## src/rtl/hazard_detect_unit_if.sv

```systemverilog
// Decode-to-hazard-resolver bus: ID-stage operand/destination fields in,
// stall/bubble and registered forwarding selects out.
interface hazard_detect_unit_if #(
    parameter int REG_W = 2,
    parameter int CNT_W = 16
);
    logic             id_valid;
    logic [1:0]       id_has_hazard;
    logic [REG_W-1:0] id_ra;
    logic [REG_W-1:0] id_rb;
    logic             id_wr_en;
    logic [REG_W-1:0] id_rd;
    logic             id_is_load;
    logic             flush;
    logic             mem_stall;
    logic             stall;
    logic             bubble;
    logic [1:0]       ex_fwd_a;
    logic [1:0]       ex_fwd_b;
    logic [CNT_W-1:0] stall_count;

    // No valid/ready handshake: id_valid qualifies the ID fields for one cycle,
    // and stall is a same-cycle hold request back to the fetch/decode stages.
    modport master (
        output id_valid, id_has_hazard, id_ra, id_rb, id_wr_en, id_rd,
               id_is_load, flush, mem_stall,
        input  stall, bubble, ex_fwd_a, ex_fwd_b, stall_count
    );

    modport slave (
        input  id_valid, id_has_hazard, id_ra, id_rb, id_wr_en, id_rd,
               id_is_load, flush, mem_stall,
        output stall, bubble, ex_fwd_a, ex_fwd_b, stall_count
    );
endinterface

```

## src/rtl/hazard_detect_unit.sv

```systemverilog
// Load-use stall detection and registered EX forwarding selects, driven by a
// two-entry (EX, MEM) destination tracker, plus a saturating stall counter.
module hazard_detect_unit #(
    parameter int REG_W = 2,
    parameter int CNT_W = 16
) (
    input logic                clk,
    input logic                rst_n,
    hazard_detect_unit_if.slave bus
);

    typedef struct packed {
        logic             valid;
        logic             wr_en;
        logic [REG_W-1:0] rd;
        logic             is_load;
    } entry_t;

    localparam logic [1:0] FWD_RF  = 2'b00;
    localparam logic [1:0] FWD_EX  = 2'b01;
    localparam logic [1:0] FWD_MEM = 2'b10;

    entry_t           r_ex;
    entry_t           r_mem;
    logic [1:0]       r_fwd_a;
    logic [1:0]       r_fwd_b;
    logic [CNT_W-1:0] r_cnt;

    logic   w_use_a;
    logic   w_use_b;
    logic   w_hit_ex_a;
    logic   w_hit_ex_b;
    logic   w_hit_mem_a;
    logic   w_hit_mem_b;
    logic   w_stall;
    logic   [1:0] w_fwd_a;
    logic   [1:0] w_fwd_b;
    entry_t w_id_entry;

    assign w_use_a = bus.id_valid & bus.id_has_hazard[1];
    assign w_use_b = bus.id_valid & bus.id_has_hazard[0];

    assign w_hit_ex_a  = w_use_a & r_ex.valid  & r_ex.wr_en  & (r_ex.rd  == bus.id_ra);
    assign w_hit_ex_b  = w_use_b & r_ex.valid  & r_ex.wr_en  & (r_ex.rd  == bus.id_rb);
    assign w_hit_mem_a = w_use_a & r_mem.valid & r_mem.wr_en & (r_mem.rd == bus.id_ra);
    assign w_hit_mem_b = w_use_b & r_mem.valid & r_mem.wr_en & (r_mem.rd == bus.id_rb);

    // A load in EX has no result yet, so a dependent ID instruction must wait a cycle.
    assign w_stall = (w_hit_ex_a | w_hit_ex_b) & r_ex.is_load & ~bus.flush;

    always_comb begin
        w_fwd_a = FWD_RF;
        w_fwd_b = FWD_RF;
        if (w_hit_ex_a) begin
            w_fwd_a = FWD_EX;
        end else if (w_hit_mem_a) begin
            w_fwd_a = FWD_MEM;
        end
        if (w_hit_ex_b) begin
            w_fwd_b = FWD_EX;
        end else if (w_hit_mem_b) begin
            w_fwd_b = FWD_MEM;
        end
    end

    assign w_id_entry = '{valid:   bus.id_valid,
                          wr_en:   bus.id_wr_en,
                          rd:      bus.id_rd,
                          is_load: bus.id_is_load};

    always_ff @(posedge clk or negedge rst_n) begin
        if (!rst_n) begin
            r_ex    <= '0;
            r_mem   <= '0;
            r_fwd_a <= FWD_RF;
            r_fwd_b <= FWD_RF;
            r_cnt   <= '0;
        end else if (bus.mem_stall) begin
            // Frozen pipeline, but a taken branch still kills the EX instruction.
            if (bus.flush) begin
                r_ex    <= '0;
                r_fwd_a <= FWD_RF;
                r_fwd_b <= FWD_RF;
            end
        end else if (bus.flush || w_stall) begin
            r_mem   <= r_ex;
            r_ex    <= '0;
            r_fwd_a <= FWD_RF;
            r_fwd_b <= FWD_RF;
            if (w_stall && (r_cnt != {CNT_W{1'b1}})) begin
                r_cnt <= r_cnt + CNT_W'(1);
            end
        end else begin
            r_mem   <= r_ex;
            r_ex    <= w_id_entry;
            r_fwd_a <= w_fwd_a;
            r_fwd_b <= w_fwd_b;
        end
    end

    assign bus.stall       = w_stall;
    assign bus.bubble      = w_stall;
    assign bus.ex_fwd_a    = r_fwd_a;
    assign bus.ex_fwd_b    = r_fwd_b;
    assign bus.stall_count = r_cnt;

endmodule

```

## src/flat_wrapper.sv

```systemverilog
// flat-port wrapper written by rule: the top's interface ports become plain ports
module hazard_detect_unit_flat 
#(
    parameter int REG_W = 2,
    parameter int CNT_W = 16
)
  (clk, rst_n, bus_id_valid, bus_id_has_hazard, bus_id_ra, bus_id_rb, bus_id_wr_en, bus_id_rd, bus_id_is_load, bus_flush, bus_mem_stall, bus_stall, bus_bubble, bus_ex_fwd_a, bus_ex_fwd_b, bus_stall_count);
  hazard_detect_unit_if #(.REG_W(REG_W), .CNT_W(CNT_W)) bus_i ();
  input logic clk;
  input logic rst_n;
  input wire logic [$bits(bus_i.id_valid)-1:0] bus_id_valid;
  input wire logic [$bits(bus_i.id_has_hazard)-1:0] bus_id_has_hazard;
  input wire logic [$bits(bus_i.id_ra)-1:0] bus_id_ra;
  input wire logic [$bits(bus_i.id_rb)-1:0] bus_id_rb;
  input wire logic [$bits(bus_i.id_wr_en)-1:0] bus_id_wr_en;
  input wire logic [$bits(bus_i.id_rd)-1:0] bus_id_rd;
  input wire logic [$bits(bus_i.id_is_load)-1:0] bus_id_is_load;
  input wire logic [$bits(bus_i.flush)-1:0] bus_flush;
  input wire logic [$bits(bus_i.mem_stall)-1:0] bus_mem_stall;
  output wire logic [$bits(bus_i.stall)-1:0] bus_stall;
  output wire logic [$bits(bus_i.bubble)-1:0] bus_bubble;
  output wire logic [$bits(bus_i.ex_fwd_a)-1:0] bus_ex_fwd_a;
  output wire logic [$bits(bus_i.ex_fwd_b)-1:0] bus_ex_fwd_b;
  output wire logic [$bits(bus_i.stall_count)-1:0] bus_stall_count;
  assign bus_i.id_valid = bus_id_valid;
  assign bus_i.id_has_hazard = bus_id_has_hazard;
  assign bus_i.id_ra = bus_id_ra;
  assign bus_i.id_rb = bus_id_rb;
  assign bus_i.id_wr_en = bus_id_wr_en;
  assign bus_i.id_rd = bus_id_rd;
  assign bus_i.id_is_load = bus_id_is_load;
  assign bus_i.flush = bus_flush;
  assign bus_i.mem_stall = bus_mem_stall;
  assign bus_stall = bus_i.stall;
  assign bus_bubble = bus_i.bubble;
  assign bus_ex_fwd_a = bus_i.ex_fwd_a;
  assign bus_ex_fwd_b = bus_i.ex_fwd_b;
  assign bus_stall_count = bus_i.stall_count;
  hazard_detect_unit #(.REG_W(REG_W), .CNT_W(CNT_W)) u_core (.clk(clk), .rst_n(rst_n), .bus(bus_i));
endmodule
```

## config.mk

```make
export PLATFORM = sky130hd
export DESIGN_NAME = hazard_detect_unit_flat
export DESIGN_NICKNAME = d
export VERILOG_FILES = /design/src/rtl/hazard_detect_unit_if.sv /design/src/rtl/hazard_detect_unit.sv /design/src/flat_wrapper.sv
export SDC_FILE = /design/constraint.sdc
export NUM_CORES = 1
export LEC_CHECK = 0
export CAP_MARGIN = 20
export CORE_ASPECT_RATIO = 1.1
export CORE_MARGIN = 1
export CORE_UTILIZATION = 52
export CTS_BUF_LIST = sky130_fd_sc_hd__clkbuf_4
export DETAILED_ROUTE_END_ITERATION = 7
export GPL_TIMING_DRIVEN = 1
export PLACE_DENSITY = 0.84
export SLEW_MARGIN = 5
export SYNTH_ARGS = -nofsm -noshare
export SYNTH_HDL_FRONTEND = slang
export SYNTH_SLANG_ARGS = --single-unit
```

## constraint.sdc

```tcl
create_clock -name clk -period 4.55 [get_ports clk]
set_input_delay 0.6825 -clock clk [delete_from_list [all_inputs] [get_ports clk]]
set_output_delay 0.6825 -clock clk [all_outputs]
set_load 0.01 [all_outputs]
```

---- After elaboration in Yosys (flattened, before gate mapping) ----
Index checks and enable logic that the tools add are counted.
W data, S select, Z words.
storage, ports and cells
  flip-flop bits (word level) ............. 29
  latch bits .............................. 0
  memory bits (writable) .................. 0
  bits in read-only memories .............. 0
  input port bits ......................... 15
  output and inout bits ................... 22
  word-level logic and storage cells ...... 51
  memories ................................ 0
cells by class
  add/sub/neg operators ................... 1
  $mul .................................... 0
  divide/modulo/power cells ............... 0
  magnitude comparators ................... 0
  equal/unequal tests ..................... 6
  shift operators ......................... 0
  mux-type cells .......................... 12
  bitwise logic cells ..................... 19
  reduce and logical (&&, ||, !) cells .... 3
operator list
  kind                     number
  $mux W2                  9
  $add A16 B1 Y16 const B  1
  $and A1 B1 Y1            16
  $ne A16 B16 Y1 const B   1
  $mux W5                  3
  $eq A2 B2 Y1             4
  $reduce_and A3 Y1        1
  $ne A2 B2 Y1 const B     1
  $not A1 Y1               2
  $logic_and A1 B1 Y1      1
  $logic_or A1 B1 Y1       1
  $or A1 B1 Y1             1

---- Logic depth before layout (Yosys ltp) ----
  depth after elaboration ................. 10
  depth in mapped cells ................... 7
  mapped depth without buffers ............ 6

---- Worst setup path before layout ----
Ideal clock, no wire load.
  path kind ............................... input to output
  start ................................... in bus_id_rb[0]
  end ..................................... out bus_stall
  arrival ................................. 1634 ps
  required time ........................... 3868 ps
  setup slack ............................. 2234 ps
  stages .................................. 5
  path buffers ............................ 1
  cell sequence ........................... xor2_1 -> nor3_2 -> o21ai_1 -> nor2_1 -> buf_4
between the ends
  word-level cells in the longest chain between the ends .. 5
ends and longest elaborated chain
  what                        RTL line                  source
  start, declared             flat_wrapper.sv:14        input wire logic [$bits(bus_i.id_rb)-1:0] bus_id_rb;
  $eq A2 B2 Y1                hazard_detect_unit.sv:44  assign w_hit_ex_b = w_use_b & r_ex.valid & r_ex.wr_en & (r_ex.rd == bus.id_rb);
  $and A1 B1 Y1               hazard_detect_unit.sv:44
  $or A1 B1 Y1                hazard_detect_unit.sv:49  assign w_stall = (w_hit_ex_a | w_hit_ex_b) & r_ex.is_load & ~bus.flush;
  $and A1 B1 Y1 (2 in a row)  hazard_detect_unit.sv:49
  end, declared               flat_wrapper.sv:20        output wire logic [$bits(bus_i.stall)-1:0] bus_stall;
No other way between the ends.

---- Final worst setup path ----
  start ................................... in bus_id_valid
  end ..................................... out bus_bubble
between the ends
  word-level cells in the longest chain between the ends .. 7
  elaborated cells on any way between the ends .. 11
  classes of those cells .................. bitwise (11)
ends and longest elaborated chain
  what                                           RTL line                                            source
  start, declared                                flat_wrapper.sv:11                                  input wire logic [$bits(bus_i.id_valid)-1:0] bus_id_valid;
  $and A1 B1 Y1 (on tied branches)               hazard_detect_unit.sv:40, hazard_detect_unit.sv:41
  $and A1 B1 Y1 (on tied branches) (3 in a row)  hazard_detect_unit.sv:43, hazard_detect_unit.sv:44
  $or A1 B1 Y1 *                                 hazard_detect_unit.sv:49
  $and A1 B1 Y1 * (2 in a row)                   hazard_detect_unit.sv:49
  end, declared                                  flat_wrapper.sv:21                                  output wire logic [$bits(bus_i.bubble)-1:0] bus_bubble;
Every way passes the cells marked *; elsewhere a longest branch is shown, timed or not.

==> impl_metrics.toml <==
[place]
gp_congestion = 0.781
post-place-ws_ns = 1.23
dpl.hpwl_um = 2170
port_buffers = 36

[clocking]
clkTransAtPathRegs_ns = 0.09
htreeDepth = 2
cts_buffer_depth = 2
postCtsSetupBuffers = 0
cts_tree = "yes"
cts_sinks = 29
clockRootBuffer = "clkbuf_4"
cts.repair.resized = 0
clock_latency_ns = 0.33
postCtsHoldBufs = 0
numCtsBuffers = 5

[final_layout]
fillers = 201
final_util_pct = 73.5
nets = 185
layout_commonest_cell = "clkdlybuf4s50_1"
final_cell_mix = "36 x clkdlybuf4s50_1, 29 x dfrtp_1, 17 x xor2_1"
area_growth_syn_to_layout_pct = 29.2
drive_gt1_share_pct = 15.9
antenna_cells = 0

[critical_path]
path_class = "in2out"
arrival_ns = 2.65
worstPathRequired_ns = 3.87
critical_path.startpoint_type = "input port"
cp-end-kind = "output pin"
rrSetupSlack_ns = 2.40
cp_max_fo = 5

[synth]
yosysSeqAreaShare_pct = 49.2
synth-compound-area-share_pct = 8.99
synth-adder-area-share_pct = 0.848
synthCells = 129
yosys.area_share.simple_pct = 20.5
syn_area_per_cell_um2 = 11.4
synth_top_family_by_area = "simple AND/OR/NAND/NOR gates"
ys_types = 33
synth_area_um2 = 1480
synth_nets = 145
synth_xor_area_share_pct = 13.0
yosysWarningCount = 0
synthMuxAreaShare_pct = 3.82
ys_ff_latch = 29

[run]
maxCapViolations = 0

[drt]
drt-total-wl_um = 3090
drtAntennaViolNets = 0
drt_iter0_markers = 28
route.detailed.drc = 0
vias = 1161
first_pass_iters = 4
wl_per_cell_um = 15.4
via_per_inst = 5.78

[grt]
grt_pass1_vias = 1147
track_usage_pct = 24.0
grt_max_degree = 30
gr-total-overflow = 0
antenna_found_initial = 0
grt_pass1_wl_um = 5210

[sta]
relSlewSlack_pct = 56.4
rsz0062_at_grt = "no"
finalWorstSetupSlack_ns = 1.21
fmax_mhz = 300
slew_viol_final = 0
finalWorstPathRequiredPeriod_ns = 3.34
hold_viol = 0
skew_ns = 0.00761
worstMarginPinSlew_ns = 0.652
setup_viol = 0
min_period_over_period_pct = 73.3
setup_tns_ns = 0

[pwr]
power.density_nw_per_um2 = 245
vdd_drop_max_v = 0.000196
leakage_nw = 0.861

[die]
pin_count = 37
dieArea_um2 = 3050
start_util_pct = 56.9
rows = 19
core-area_um2 = 2590
die_h_um = 57.9
fp.dieW_um = 52.8

[outcome]
status = "finished, final reports clean"

[worst_hold_path]
hold_class = "reg2reg"
worst max-delay path: stages:
cell and delay, ns:
clkdlybuf4s50_1 0.57, nand4_2 0.17, nor3_2 0.35, o21ai_1 0.15
nor2_1 0.16, clkdlybuf4s50_1 0.57
final timing paths:
path                                            start                    endpoint  depth (start not counted)
setup / recovery                         bus_id_valid                  bus_bubble                          6
max in group asynchronous                       rst_n   u_core.bus.stall_count[1]                          2
hold reg to reg            u_core.bus.stall_count[15]  u_core.bus.stall_count[15]                          1
setup reg to reg            u_core.bus.stall_count[0]   u_core.bus.stall_count[1]                          5
hold / removal             u_core.bus.stall_count[15]  u_core.bus.stall_count[15]                          1
min in group asynchronous                       rst_n      u_core.bus.ex_fwd_b[1]                          2
per-stage QoR:
step / cell area (um2) / power (mW) / cells / hold slack [ns]
3_3_place_gp: 1850 / 0.315 / 193 / 0.479
5_1_grt: 1910 / 0.489 / 201 / 0.518
2_1_floorplan: 1480 / 0.292 / 129 / 0.387
6_report: 1910 / 0.467 / 201 / 0.496
3_5_place_dp: 1850 / 0.317 / 193 / 0.486
4_1_cts: 1910 / 0.474 / 201 / 0.507
cells in the mapped netlist:
cell type / instances / area, um2
a21oi_1: 1 / 5.00
a22o_1: 8 / 70.1
a31o_2: 1 / 8.76
a32o_1: 1 / 10.0
buf_4: 1 / 7.51
buf_8: 1 / 15.0
clkbuf_1: 1 / 3.75
clkbuf_2: 1 / 5.00
dfrtp_1: 29 / 726
ha_1: 1 / 12.5
inv_1: 6 / 22.5
mux2_2: 5 / 56.3
nand2_1: 5 / 18.8
nand3_1: 5 / 25.0
nand4_1: 7 / 43.8
nand4_2: 1 / 12.5
nor2_1: 10 / 37.5
nor2_2: 1 / 6.26
nor2b_1: 1 / 6.26
nor3_1: 7 / 35.0
nor3_2: 4 / 40.0
nor3_4: 1 / 16.3
nor3b_4: 1 / 18.8
nor4_1: 3 / 18.8
o2111ai_4: 1 / 26.3
o21a_1: 1 / 7.51
o21ai_1: 1 / 5.00
or2_2: 1 / 6.26
or3_1: 1 / 6.26
or4_4: 1 / 11.3
xnor2_1: 3 / 26.3
xnor2_2: 1 / 16.3
xor2_1: 17 / 149
registers in the layout (all words and copies together) (netlist names):
name,count
u_core.r_ex,5
u_core.bus.ex_fwd_a,2
u_core.bus.ex_fwd_b,2
u_core.r_mem,4
u_core.bus.stall_count,16
layout make-up:
| cell class | count | area [um2] | share of cell area, % |
|---|---|---|---|
| Clock buffer | 6 | 45.0 | 2.36 |
| Clock inverter | 2 | 10.0 | 0.525 |
| Inverter | 6 | 22.5 | 1.18 |
| Multi-Input combinational cell | 90 | 696 | 36.5 |
| Sequential cell | 29 | 726 | 38.1 |
| Tap cell | 31 | 38.8 | 2.04 |
| Timing Repair Buffer | 37 | 368 | 19.3 |
cells by family (layout without fill, tap and decap cells):
family | after synthesis | count (layout)
AOI/OAI and AO/OA | 14 | 14
adders and majority gates | 1 | 1
xor gates and xnor gates | 21 | 21
DFF | 29 | 29
muxes | 5 | 5
and+or+nand+nor | 49 | 49
buffers and inverters | 10 | 51
routing by layer:
layer | vias to the layer above | part of all wire (%) | global-route usage [%]
met5 | - | 0 | 0
met4 | 0 | 2.5 | 10.9
met3 | 9 | 6.3 | 8.66
met2 | 39 | 50 | 37.1
met1 | 570 | 41 | 29.9
li1 | 543 | - | -
where the power goes:
group / switching [mW] / internal [mW]
Combinational: 0.0209 / 0.0213
Clock: 0.0903 / 0.0647
Sequential: 0.00735 / 0.263
Note: power is estimated with default switching activity, not from simulation.
